==> config.mk <==
export PLATFORM = sky130hd
export DESIGN_NAME = instr_fetch_unit
export DESIGN_NICKNAME = d
export VERILOG_FILES = /design/src/rtl/riscv_pkg.sv /design/src/rtl/fetch_pc_reg.sv /design/src/rtl/instr_fetch_unit.sv
export SDC_FILE = /design/constraint.sdc
export NUM_CORES = 1
export LEC_CHECK = 0
export ABC_AREA = 1
export CORE_MARGIN = 5
export CORE_UTILIZATION = 35
export CTS_CLUSTER_SIZE = 8
export DETAILED_ROUTE_END_ITERATION = 8
export DONT_BUFFER_PORTS = 1
export SYNTH_ARGS = -nofsm -noshare
export SYNTH_HDL_FRONTEND = slang
export SYNTH_HIERARCHICAL = 1
export SYNTH_SLANG_ARGS = --single-unit
export TNS_END_PERCENT = 1
==> constraint.sdc <==
create_clock -name clk -period 2.58 [get_ports clk]
set_clock_uncertainty 0.2 [all_clocks]
set_input_delay 0.387 -clock clk [delete_from_list [all_inputs] [get_ports clk]]
set_output_delay 0.387 -clock clk [all_outputs]
set_load 0.1 [all_outputs]
==> src/rtl/riscv_pkg.sv <==
// Shared RISC-V front-end definitions: canonical NOP, major opcodes and the
// fetch-unit state encoding.
package riscv_pkg;

    localparam logic [31:0] NOP_INSTR = 32'h0000_0013;

    localparam logic [6:0] OP_LOAD   = 7'h03;
    localparam logic [6:0] OP_STORE  = 7'h23;
    localparam logic [6:0] OP_R_TYPE = 7'h33;
    localparam logic [6:0] OP_I_TYPE = 7'h13;
    localparam logic [6:0] OP_BRANCH = 7'h63;

    typedef enum logic [1:0] {
        REQ  = 2'd0,
        WAIT = 2'd1,
        HOLD = 2'd2
    } ifu_state_e;

    function automatic logic is_misaligned(input logic [1:0] low_bits);
        return (low_bits != 2'b00);
    endfunction

endpackage

==> src/rtl/fetch_pc_reg.sv <==
// Fetch program counter: synchronous reset to RESET_PC, redirect load, and
// sequential +4 step that wraps modulo 2^XLEN.
module fetch_pc_reg
    import riscv_pkg::*;
#(
    parameter int              XLEN     = 32,
    parameter logic [XLEN-1:0] RESET_PC = {XLEN{1'b0}}
) (
    input  logic            clk,
    input  logic            rst,
    input  logic            load,
    input  logic            inc,
    input  logic [XLEN-1:0] load_pc,
    output logic [XLEN-1:0] pc
);

    localparam logic [XLEN-1:0] PC_STEP = {{(XLEN-3){1'b0}}, 3'd4};

    logic [XLEN-1:0] pc_r;

    // PC register: a redirect load outranks the sequential step
    always_ff @(posedge clk) begin
        if (rst) begin
            pc_r <= RESET_PC;
        end else if (load) begin
            pc_r <= load_pc;
        end else if (inc) begin
            pc_r <= pc_r + PC_STEP;
        end else begin
            pc_r <= pc_r;
        end
    end

    assign pc = pc_r;

endmodule

==> src/rtl/instr_fetch_unit.sv <==
// Fetch stage: one outstanding imem request, holds the fetched word for decode.
// Define IFU_MISALIGN_CHK_EN to add the fetch_misalign flag for unaligned redirects.
module instr_fetch_unit
    import riscv_pkg::*;
#(
    parameter int              XLEN     = 32,
    parameter logic [XLEN-1:0] RESET_PC = {XLEN{1'b0}}
) (
    input  logic            clk,
    input  logic            rst,
    output logic            imem_req_valid,
    input  logic            imem_req_ready,
    output logic [XLEN-1:0] imem_addr,
    input  logic            imem_rsp_valid,
    input  logic [31:0]     imem_rsp_data,
    input  logic            redirect_valid,
    input  logic [XLEN-1:0] redirect_pc,
    output logic            dec_valid,
    input  logic            dec_ready,
    output logic [31:0]     dec_instr,
    output logic [6:0]      dec_op,
    output logic [XLEN-1:0] dec_pc
`ifdef IFU_MISALIGN_CHK_EN
    ,
    output logic            fetch_misalign
`endif
);

    ifu_state_e      state_r, state_n;
    logic            kill_r, kill_n;
    logic            req_valid_r;
    logic            dec_valid_r, dec_valid_n;
    logic [31:0]     dec_instr_r, dec_instr_n;
    logic [XLEN-1:0] dec_pc_r, dec_pc_n;
    logic            pc_load_s, pc_inc_s;
    logic [XLEN-1:0] fetch_pc_s;
    logic [XLEN-1:0] target_s;

`ifdef IFU_MISALIGN_CHK_EN
    logic            misalign_r, misalign_n;
    assign target_s = redirect_pc;
`else
    // Without the checker the low two target bits are simply dropped.
    assign target_s = redirect_pc & ~{{(XLEN-2){1'b0}}, 2'b11};
`endif

    fetch_pc_reg #(
        .XLEN     (XLEN),
        .RESET_PC (RESET_PC)
    ) u_fetch_pc (
        .clk     (clk),
        .rst     (rst),
        .load    (pc_load_s),
        .inc     (pc_inc_s),
        .load_pc (target_s),
        .pc      (fetch_pc_s)
    );

    // Next-state and holding-register update; redirect outranks every handshake
    always_comb begin
        state_n     = state_r;
        kill_n      = kill_r;
        dec_valid_n = dec_valid_r;
        dec_instr_n = dec_instr_r;
        dec_pc_n    = dec_pc_r;
        pc_load_s   = 1'b0;
        pc_inc_s    = 1'b0;
`ifdef IFU_MISALIGN_CHK_EN
        misalign_n  = misalign_r;
`endif
        case (state_r)
            REQ: begin
                if (redirect_valid) begin
                    pc_load_s = 1'b1;
                    if (req_valid_r && imem_req_ready) begin
                        state_n = WAIT;
                        kill_n  = 1'b1;
                    end else begin
                        state_n = REQ;
                    end
                end else if (req_valid_r && imem_req_ready) begin
                    state_n = WAIT;
                end else begin
                    state_n = REQ;
                end
            end
            WAIT: begin
                if (redirect_valid) begin
                    pc_load_s = 1'b1;
                    if (imem_rsp_valid) begin
                        kill_n  = 1'b0;
                        state_n = REQ;
                    end else begin
                        kill_n  = 1'b1;
                        state_n = WAIT;
                    end
                end else if (imem_rsp_valid) begin
                    if (kill_r) begin
                        kill_n  = 1'b0;
                        state_n = REQ;
                    end else begin
                        dec_valid_n = 1'b1;
                        dec_instr_n = imem_rsp_data;
                        dec_pc_n    = fetch_pc_s;
                        pc_inc_s    = 1'b1;
                        state_n     = HOLD;
                    end
                end else begin
                    state_n = WAIT;
                end
            end
            HOLD: begin
                if (redirect_valid) begin
                    dec_valid_n = 1'b0;
                    dec_instr_n = NOP_INSTR;
                    pc_load_s   = 1'b1;
                    state_n     = REQ;
                end else if (dec_valid_r && dec_ready) begin
                    dec_valid_n = 1'b0;
                    dec_instr_n = NOP_INSTR;
                    state_n     = REQ;
                end else begin
                    state_n = HOLD;
                end
            end
            default: begin
                state_n     = REQ;
                kill_n      = 1'b0;
                dec_valid_n = 1'b0;
                dec_instr_n = NOP_INSTR;
            end
        endcase
`ifdef IFU_MISALIGN_CHK_EN
        // An unaligned target parks the unit with nothing valid until an aligned redirect.
        if (redirect_valid) begin
            if (is_misaligned(redirect_pc[1:0])) begin
                misalign_n  = 1'b1;
                pc_load_s   = 1'b0;
                pc_inc_s    = 1'b0;
                kill_n      = 1'b0;
                dec_valid_n = 1'b0;
                dec_instr_n = NOP_INSTR;
                state_n     = HOLD;
            end else begin
                misalign_n = 1'b0;
            end
        end else begin
            misalign_n = misalign_r;
        end
`endif
    end

    // State and holding registers; request valid is registered from the next state
    always_ff @(posedge clk) begin
        if (rst) begin
            state_r     <= REQ;
            kill_r      <= 1'b0;
            req_valid_r <= 1'b1;
            dec_valid_r <= 1'b0;
            dec_instr_r <= NOP_INSTR;
            dec_pc_r    <= RESET_PC;
        end else begin
            state_r     <= state_n;
            kill_r      <= kill_n;
            req_valid_r <= (state_n == REQ);
            dec_valid_r <= dec_valid_n;
            dec_instr_r <= dec_instr_n;
            dec_pc_r    <= dec_pc_n;
        end
    end

`ifdef IFU_MISALIGN_CHK_EN
    // Sticky misalignment flag
    always_ff @(posedge clk) begin
        if (rst) begin
            misalign_r <= 1'b0;
        end else begin
            misalign_r <= misalign_n;
        end
    end

    assign fetch_misalign = misalign_r;
`endif

    assign imem_req_valid = req_valid_r;
    assign imem_addr      = fetch_pc_s;
    assign dec_valid      = dec_valid_r;
    assign dec_instr      = dec_instr_r;
    assign dec_op         = dec_instr_r[6:0];
    assign dec_pc         = dec_pc_r;

endmodule

==> results.yml <==
run_status:
  status: "completed"
setup_path:
  start_kind: "flip-flop"
  reg2reg_to: "u_fetch_pc/pc[11]"
  crit_top_cell: "inv_1"
  critPathBufInv: 3
  reg2reg_slack_ns: 0.41
  crit_required_ns: 2.66
  end_kind: "flip-flop"
  r2r-start: "state_r[1]"
  crit_fanout: 19
  crit_type: "flip-flop to flip-flop"
  cpLargestDelayFamily: "buffers and inverters"
  reg2reg_depth: 7
  cp.arrival_ns: 2.25
  cpMaxStageDelayCell: "dfxtp_1"
  crit_chain: "a21oi_2, inv_1, nand2_1, inv_1, buf_4, nand3_1, a31oi_1"
  cpPeakStageDelay_ns: 0.53
synth:
  synth_compound_area_share_pct: 15.35
  synthesis.area_sq_um: 4688
  postSynthAreaPerCell_sq_um: 7.169
  synthMuxAreaShare_pct: 0
  async_reset_ff_share_pct: 0
  synth_fa_ha_area_share_pct: 0.2669
  synthSimpleGateAreaFrac_pct: 32.19
  synthXorXnorAreaFrac_pct: 1.121
  ys_seq_area_share_pct: 43.13
  synth_top_family_by_area: "simple AND/OR/NAND/NOR gates"
  synthCells: 654
  yosys_most_used_dff: "dfxtp_1"
  ys_ff_latch: 101
  yosys_warnings: 6
  synth_edf_count: 0
  ys_types: 37
clock_network:
  htreeDepth: 3
  clk_pin_slew_ns: 0.07
  numCtsBuffers: 9
  cts.sinks: 101
  cts_buffer_depth: 2
  cts_resized: 0
  cts_hold_buf: 31
  clock_latency_ns: 0.35
  cts_tree: "built"
  cts_root_buffer: "clkbuf_16"
  post-cts-setup-buffers: 0
placed_design:
  gp_congestion: 0.8548
  place_hpwl_mm: 10.70
  pre_cts_slack_ns: 0.4274
  portBuffers: 0
  dp_cells: 899
finish:
  fillers: 1286
  final_nets: 836
  syn2layout_area_growth_pct: 31.20
  drive_gt1_share_pct: 21.17
  antennaDiodeCount: 0
  final_cells: 946
floorplanning:
  rows: 42
  chipHeight_um: 125.7
  initial_core_util_pct: 35.54
  core_region_area_sq_um: 13190
  die-area_sq_um: 15810
  io-pin-count: 175
  die_w_um: 125.7
pwr:
  pwr-share-clk_pct: 34.0
  switching_share_pct: 35.79
  ir_drop_mv: 0.3717
  seqPwrFrac_pct: 42.0
  power_leakage_nw: 2.454
  report.power.total_w: 0.004046
  power_frac_comb_pct: 24.0
  powerDensity_nw_per_um2: 657.7
  p_int_w: 0.002598
  power_switching_w: 0.001448
timing:
  min_period_ns: 2.171
  rsz0062_at_grt: "false"
  worstMarginPinSlew_ns: 0.8607
  drv_slew: 0
  hold_viol_final: 0
  setup_viol: 0
  timing.slew.headroom_pct: 42.27
  finalCritPeriodShare_pct: 84.15
  max_freq_ghz: 0.4606
  tns_ns: 0
  fin_ws_ns: 0.4090
global_routing:
  grt_first_pass_wirelength_mm: 23.53
  grt_antenna_before_repair: 0
  grt_pass1_vias: 4523
  grt_max_degree: 62
  grt_use_total_pct: 18.28
  grt-ovfl-total: 0
run:
  max-cap-violations: 0
route:
  drtPass1Iterations: 5
  wirelength_mm: 14.76
  ant_nets: 0
  vias: 4642
  wl_per_cell_um: 15.60
  drc_errors: 0
  drt-vias-per-instance: 4.907
  drtIter0Drc: 311
worst_hold_path:
  min_from: "redirect_pc[7]"
  hold_path_depth: 2
  hold_path_class: "primary input to flip-flop"
  min_to: "u_fetch_pc/pc[7]"
[cells in the final DEF (no fill, tap or decap), types with 6 or more instances in the layout]
master	netlist	layout
dfxtp_2	0	7
a22oi_1	20	20
nor2_2	5	6
dlygate4sd3_1	0	30
a21oi_2	5	6
nand3_1	41	41
nor2_4	9	9
clkbuf_16	0	9
nor2_1	101	100
a21oi_1	52	51
o21ai_0	40	40
dfxtp_1	101	94
buf_4	12	101
nand2_1	169	169
inv_1	35	35
[through the flow]
stage / utilization [%] / instance area (sq um) / hold WS, ns
6_report: 46.63 / 6151 / 0.02940
3_3_place_gp: 41.89 / 5525 / 0.2331
2_1_floorplan: - / 4692 / 0.2825
4_1_cts: 46.63 / 6151 / 0.01187
3_5_place_dp: 41.89 / 5525 / 0.2362
5_1_grt: 46.63 / 6151 / 0.02451
[state kept, by name, indices dropped and copies added (netlist names)]
name / count
imem_req_valid: 1
u_fetch_pc/pc: 32
kill_r: 1
state_r: 2
dec_pc: 32
dec_instr: 32
dec_valid: 1
[worst max path at each step]
stage / start / to / slack (ns) / cells after the start
floorplan: u_fetch_pc/pc[3] / u_fetch_pc/pc[24] / 0.17 / 8
global placement: state_r[1] / u_fetch_pc/pc[11] / 0.51 / 7
detailed placement: state_r[1] / u_fetch_pc/pc[21] / 0.43 / 7
CTS: state_r[1] / u_fetch_pc/pc[11] / 0.42 / 7
global route: state_r[1] / u_fetch_pc/pc[27] / 0.24 / 7
finish: state_r[1] / u_fetch_pc/pc[11] / 0.41 / 7
[Yosys cell counts, types with 3 or more instances]
| cell type | n | area share, % |
|---|---|---|
| nand2_1 | 169 | 14 |
| dfxtp_1 | 101 | 43 |
| nor2_1 | 101 | 8.1 |
| a21oi_1 | 52 | 5.6 |
| nand3_1 | 41 | 4.4 |
| o21ai_0 | 40 | 4.3 |
| inv_1 | 35 | 2.8 |
| a22oi_1 | 20 | 3.2 |
| buf_4 | 12 | 1.9 |
| clkbuf_1 | 11 | 0.88 |
| nor2_4 | 9 | 2.2 |
| a21oi_2 | 5 | 0.93 |
| a31oi_1 | 5 | 0.67 |
| buf_2 | 5 | 0.53 |
| nor2_2 | 5 | 0.67 |
| xor2_1 | 5 | 0.93 |
| buf_6 | 4 | 0.96 |
| nand2_2 | 4 | 0.53 |
| and2_1 | 3 | 0.40 |
| clkbuf_2 | 3 | 0.32 |
| nand2_4 | 3 | 0.72 |
| nor3_1 | 3 | 0.32 |
[routing by layer]
metal,wire length [um],track usage [%],vias to the layer above
met2,7047,31.06,166
li1,-,-,2337
met1,6421,22.66,2124
met3,1044,4.488,15
met4,244,6.372,0
met5,0,0,-
[cells by family (layout without fill, tap and decap cells)]
group / after synthesis / count (layout)
buf+inv: 75 / 190
flops: 101 / 101
xor+xnor: 6 / 6
other cells: 1 / 2
compound gates: 126 / 126
simple gates: 344 / 344
fa+ha+maj: 1 / 1
[final cells by class]
cell class	instances	area [sq um]	area share, %
tap	176	220.2	3.580
clock buffer	9	225.2	3.662
sequential	101	2031	33.01
clock inverter	7	72.57	1.180
inverter	39	148.9	2.421
multi-input combinational	479	2307	37.51
timing repair buffer	135	1146	18.63
[power groups by stage]
stage                     registers, W  logic (W)  clock network, W
after global routing           0.00171    0.00102           0.00148
after detailed placement       0.00173   0.000916                 0
after floorplan                0.00223   0.000259                 0
after global placement         0.00173   0.000908                 0
final                          0.00170   0.000972           0.00138
after CTS                      0.00170   0.000974           0.00142
Power figures use the tool's default switching activity.
==> edit, RTL diff (same settings) <==
The 3 states of `ifu_state_e` get a one-hot encoding in 3 bits.
--- a/src/rtl/riscv_pkg.sv
+++ b/src/rtl/riscv_pkg.sv
@@ -10,10 +10,10 @@
     localparam logic [6:0] OP_I_TYPE = 7'h13;
     localparam logic [6:0] OP_BRANCH = 7'h63;
 
-    typedef enum logic [1:0] {
-        REQ  = 2'd0,
-        WAIT = 2'd1,
-        HOLD = 2'd2
+    typedef enum logic [2:0] {
+        REQ  = 3'b001,
+        WAIT = 3'b010,
+        HOLD = 3'b100
     } ifu_state_e;
 
     function automatic logic is_misaligned(input logic [1:0] low_bits);
Function: no difference found for any inputs over 4 cycles, from zero or initial values and one cycle with rst high; so few cycles prove little.
==> edit against the original RTL <==
Area after synthesis decreased by 0.13%. Wire length increased by 3.1%. First-iteration DRC count increased by 13%. Sequential cell count increased by 1. Total power decreased by 5.2%. Cell area increased by 1.2%. Setup slack got worse by 160 ps. Non-clock buffer count increased by 4. Critical path depth unchanged. Clock power decreased by 4%. Maximum frequency decreased by 6.8%. Count of clock-buffer cells in the layout increased by 2. Critical endpoint is now dec_instr[2]$_SDFFE_PP0P_. Highest routed layer unchanged.
==> edit: results (changes against the original RTL) <==
<table>
<tr><th>Metric</th><th>Value</th></tr>
<tr><th colspan="2">Run status</th></tr>
<tr><td>Outcome</td><td>complete, no violations</td></tr>
<tr><th colspan="2">GRT</th></tr>
<tr><td>Pin count of the biggest net entering global routing</td><td>57 (-8.1%)</td></tr>
<tr><td>Global routing met2 resource utilization</td><td>32.7% (+1.6 points)</td></tr>
<tr><td>Met3 Resource Use GR</td><td>6.05% (+1.6 points)</td></tr>
<tr><td>Tot GR Track Use</td><td>19.1% (+0.78 points)</td></tr>
<tr><td>GR Layer Usage met1</td><td>22.5% (-0.18 points)</td></tr>
<tr><td>Vias in the first global route</td><td>4732 (+4.6%)</td></tr>
<tr><th colspan="2">Worst hold path</th></tr>
<tr><td>Worst Hold Launch</td><td>redirect_pc[6]</td></tr>
<tr><th colspan="2">Power</th></tr>
<tr><td>Worst-case vdd ir drop</td><td>339 µV (-8.9%)</td></tr>
<tr><td>Leakage</td><td>2.65 nW (+8.1%)</td></tr>
<tr><th colspan="2">Placed design</th></tr>
<tr><td>Post-detailed-placement half-perimeter wirelength</td><td>10800 µm (+0.55%)</td></tr>
<tr><td>Instance count after placement with tap cells included</td><td>912 (+1.4%)</td></tr>
<tr><th colspan="2">Detailed routing</th></tr>
<tr><td>Average wire per standard cell</td><td>15.8 µm (+1.4%)</td></tr>
<tr><td>Via-per-instance ratio</td><td>4.94 (+0.71%)</td></tr>
<tr><td>1st-iter DRT viols</td><td>351 (+13%)</td></tr>
<tr><th colspan="2">STA</th></tr>
<tr><td>Slew headroom</td><td>55.3% (+13 points)</td></tr>
<tr><th colspan="2">Yosys</th></tr>
<tr><td>Unique masters post-synth</td><td>33 (-11%)</td></tr>
<tr><td>Share of the yosys chip area belonging to registers</td><td>43.6% (+0.49 points)</td></tr>
<tr><td>Cell count after synthesis</td><td>668 (+2.1%)</td></tr>
<tr><th colspan="2">Worst setup path</th></tr>
<tr><td>Data arrival, critical path</td><td>2410 ps (+160 ps)</td></tr>
<tr><td>Worst-case register-to-register setup slack</td><td>250 ps (-160 ps)</td></tr>
<tr><td>Largest fanout on the critical path</td><td>50 (+31)</td></tr>
<tr><td>Critical R2R Capture</td><td>dec_instr[2]$_SDFFE_PP0P_</td></tr>
<tr><td>Crit Reg-Reg Startpoint</td><td>state_r[0]$_SDFF_PP1_</td></tr>
<tr><th colspan="2">Layout</th></tr>
<tr><td>Share of post-route cells with drive strength above 1</td><td>19.9% (-1.3 points)</td></tr>
<tr><td>Post-layout net count</td><td>852 (+1.9%)</td></tr>
</table>
[edit: repair_timing]
item | 4_1_cts | 5_1_grt
resized for setup | 0 | 4
endpoints found under the setup margin | 0 | 1
hold endpoints to repair | 56 | 0
hold buffers | 34 | 0
[edit: worst max-delay path by stage]
| stage | from | to | cells past startpoint |
|---|---|---|---|
| after floorplan | u_fetch_pc/pc[3]$_SDFFE_PP0N_ | u_fetch_pc/pc[24]$_SDFFE_PP0N_ | 8 |
| after global placement | state_r[0]$_SDFF_PP1_ | u_fetch_pc/pc[6]$_SDFFE_PP0N_ | 11 |
| after detailed placement | state_r[0]$_SDFF_PP1_ | u_fetch_pc/pc[6]$_SDFFE_PP0N_ | 11 |
| after CTS | state_r[0]$_SDFF_PP1_ | dec_instr[2]$_SDFFE_PP0P_ | 7 |
| after global routing | state_r[0]$_SDFF_PP1_ | dec_instr[2]$_SDFFE_PP0P_ | 7 |
| final | state_r[0]$_SDFF_PP1_ | dec_instr[2]$_SDFFE_PP0P_ | 7 |
[edit: report_power, final]
group          leakage, nW  internal [W]  switching, W
combinational         1.68      0.000194      0.000603
sequential           0.830       0.00163     0.0000917
clock                0.139      0.000746      0.000570
total                 2.65       0.00257       0.00126
[edit: area by class of cell]
| cell class | count | area [µm²] |
|---|---|---|
| multi-input combinational | 489 | 2300 |
| inverter | 40 | 150 |
| timing repair buffer | 139 | 1220 |
| fill | 1300 | 6970 |
| sequential | 102 | 2050 |
| clock inverter | 4 | 48.8 |
| tap | 176 | 220 |
| clock buffer | 11 | 233 |
[edit: worst max-delay path, cell delays in order (launching register included)]
cell and delay, ps:
dfxtp_1 320, inv_1 80, nand3_2 170, nor3_4 320, buf_8 330, nand2_1 100
a21oi_1 160, dlygate4sd3_1 570
[edit: logic make-up (layout without fill, tap and decap cells)]
logic type	count (synthesis)	after routing	synth area share [%]
xor gates and xnor gates	6	6	1.12
adders and majority gates	1	1	0.267
AOI/OAI and AO/OA	124	124	14.6
and+or+nand+nor	356	356	32.8
DFF	102	102	43.6
other	1	2	0.0801
buffers and inverters	78	194	7.43
[edit: metal layers]
| metal | vias up | wire, µm |
|---|---|---|
| li1 | 2367 | - |
| met1 | 2209 | 6260 |
| met2 | 161 | 7480 |
| met3 | 12 | 1260 |
| met4 | 0 | 212 |
| met5 | - | 0 |
[edit: per-stage QoR]
| stage | utilization, % | hold WS (ps) | setup slack, ps |
|---|---|---|---|
| after floorplan | - | 274 | 161 |
| after global placement | 42.2 | 243 | 526 |
| after detailed placement | 42.2 | 250 | 413 |
| after CTS | 47.1 | 1.58 | 134 |
| after global routing | 47.2 | 27.4 | 50.4 |
| final | 47.2 | 24.9 | 252 |
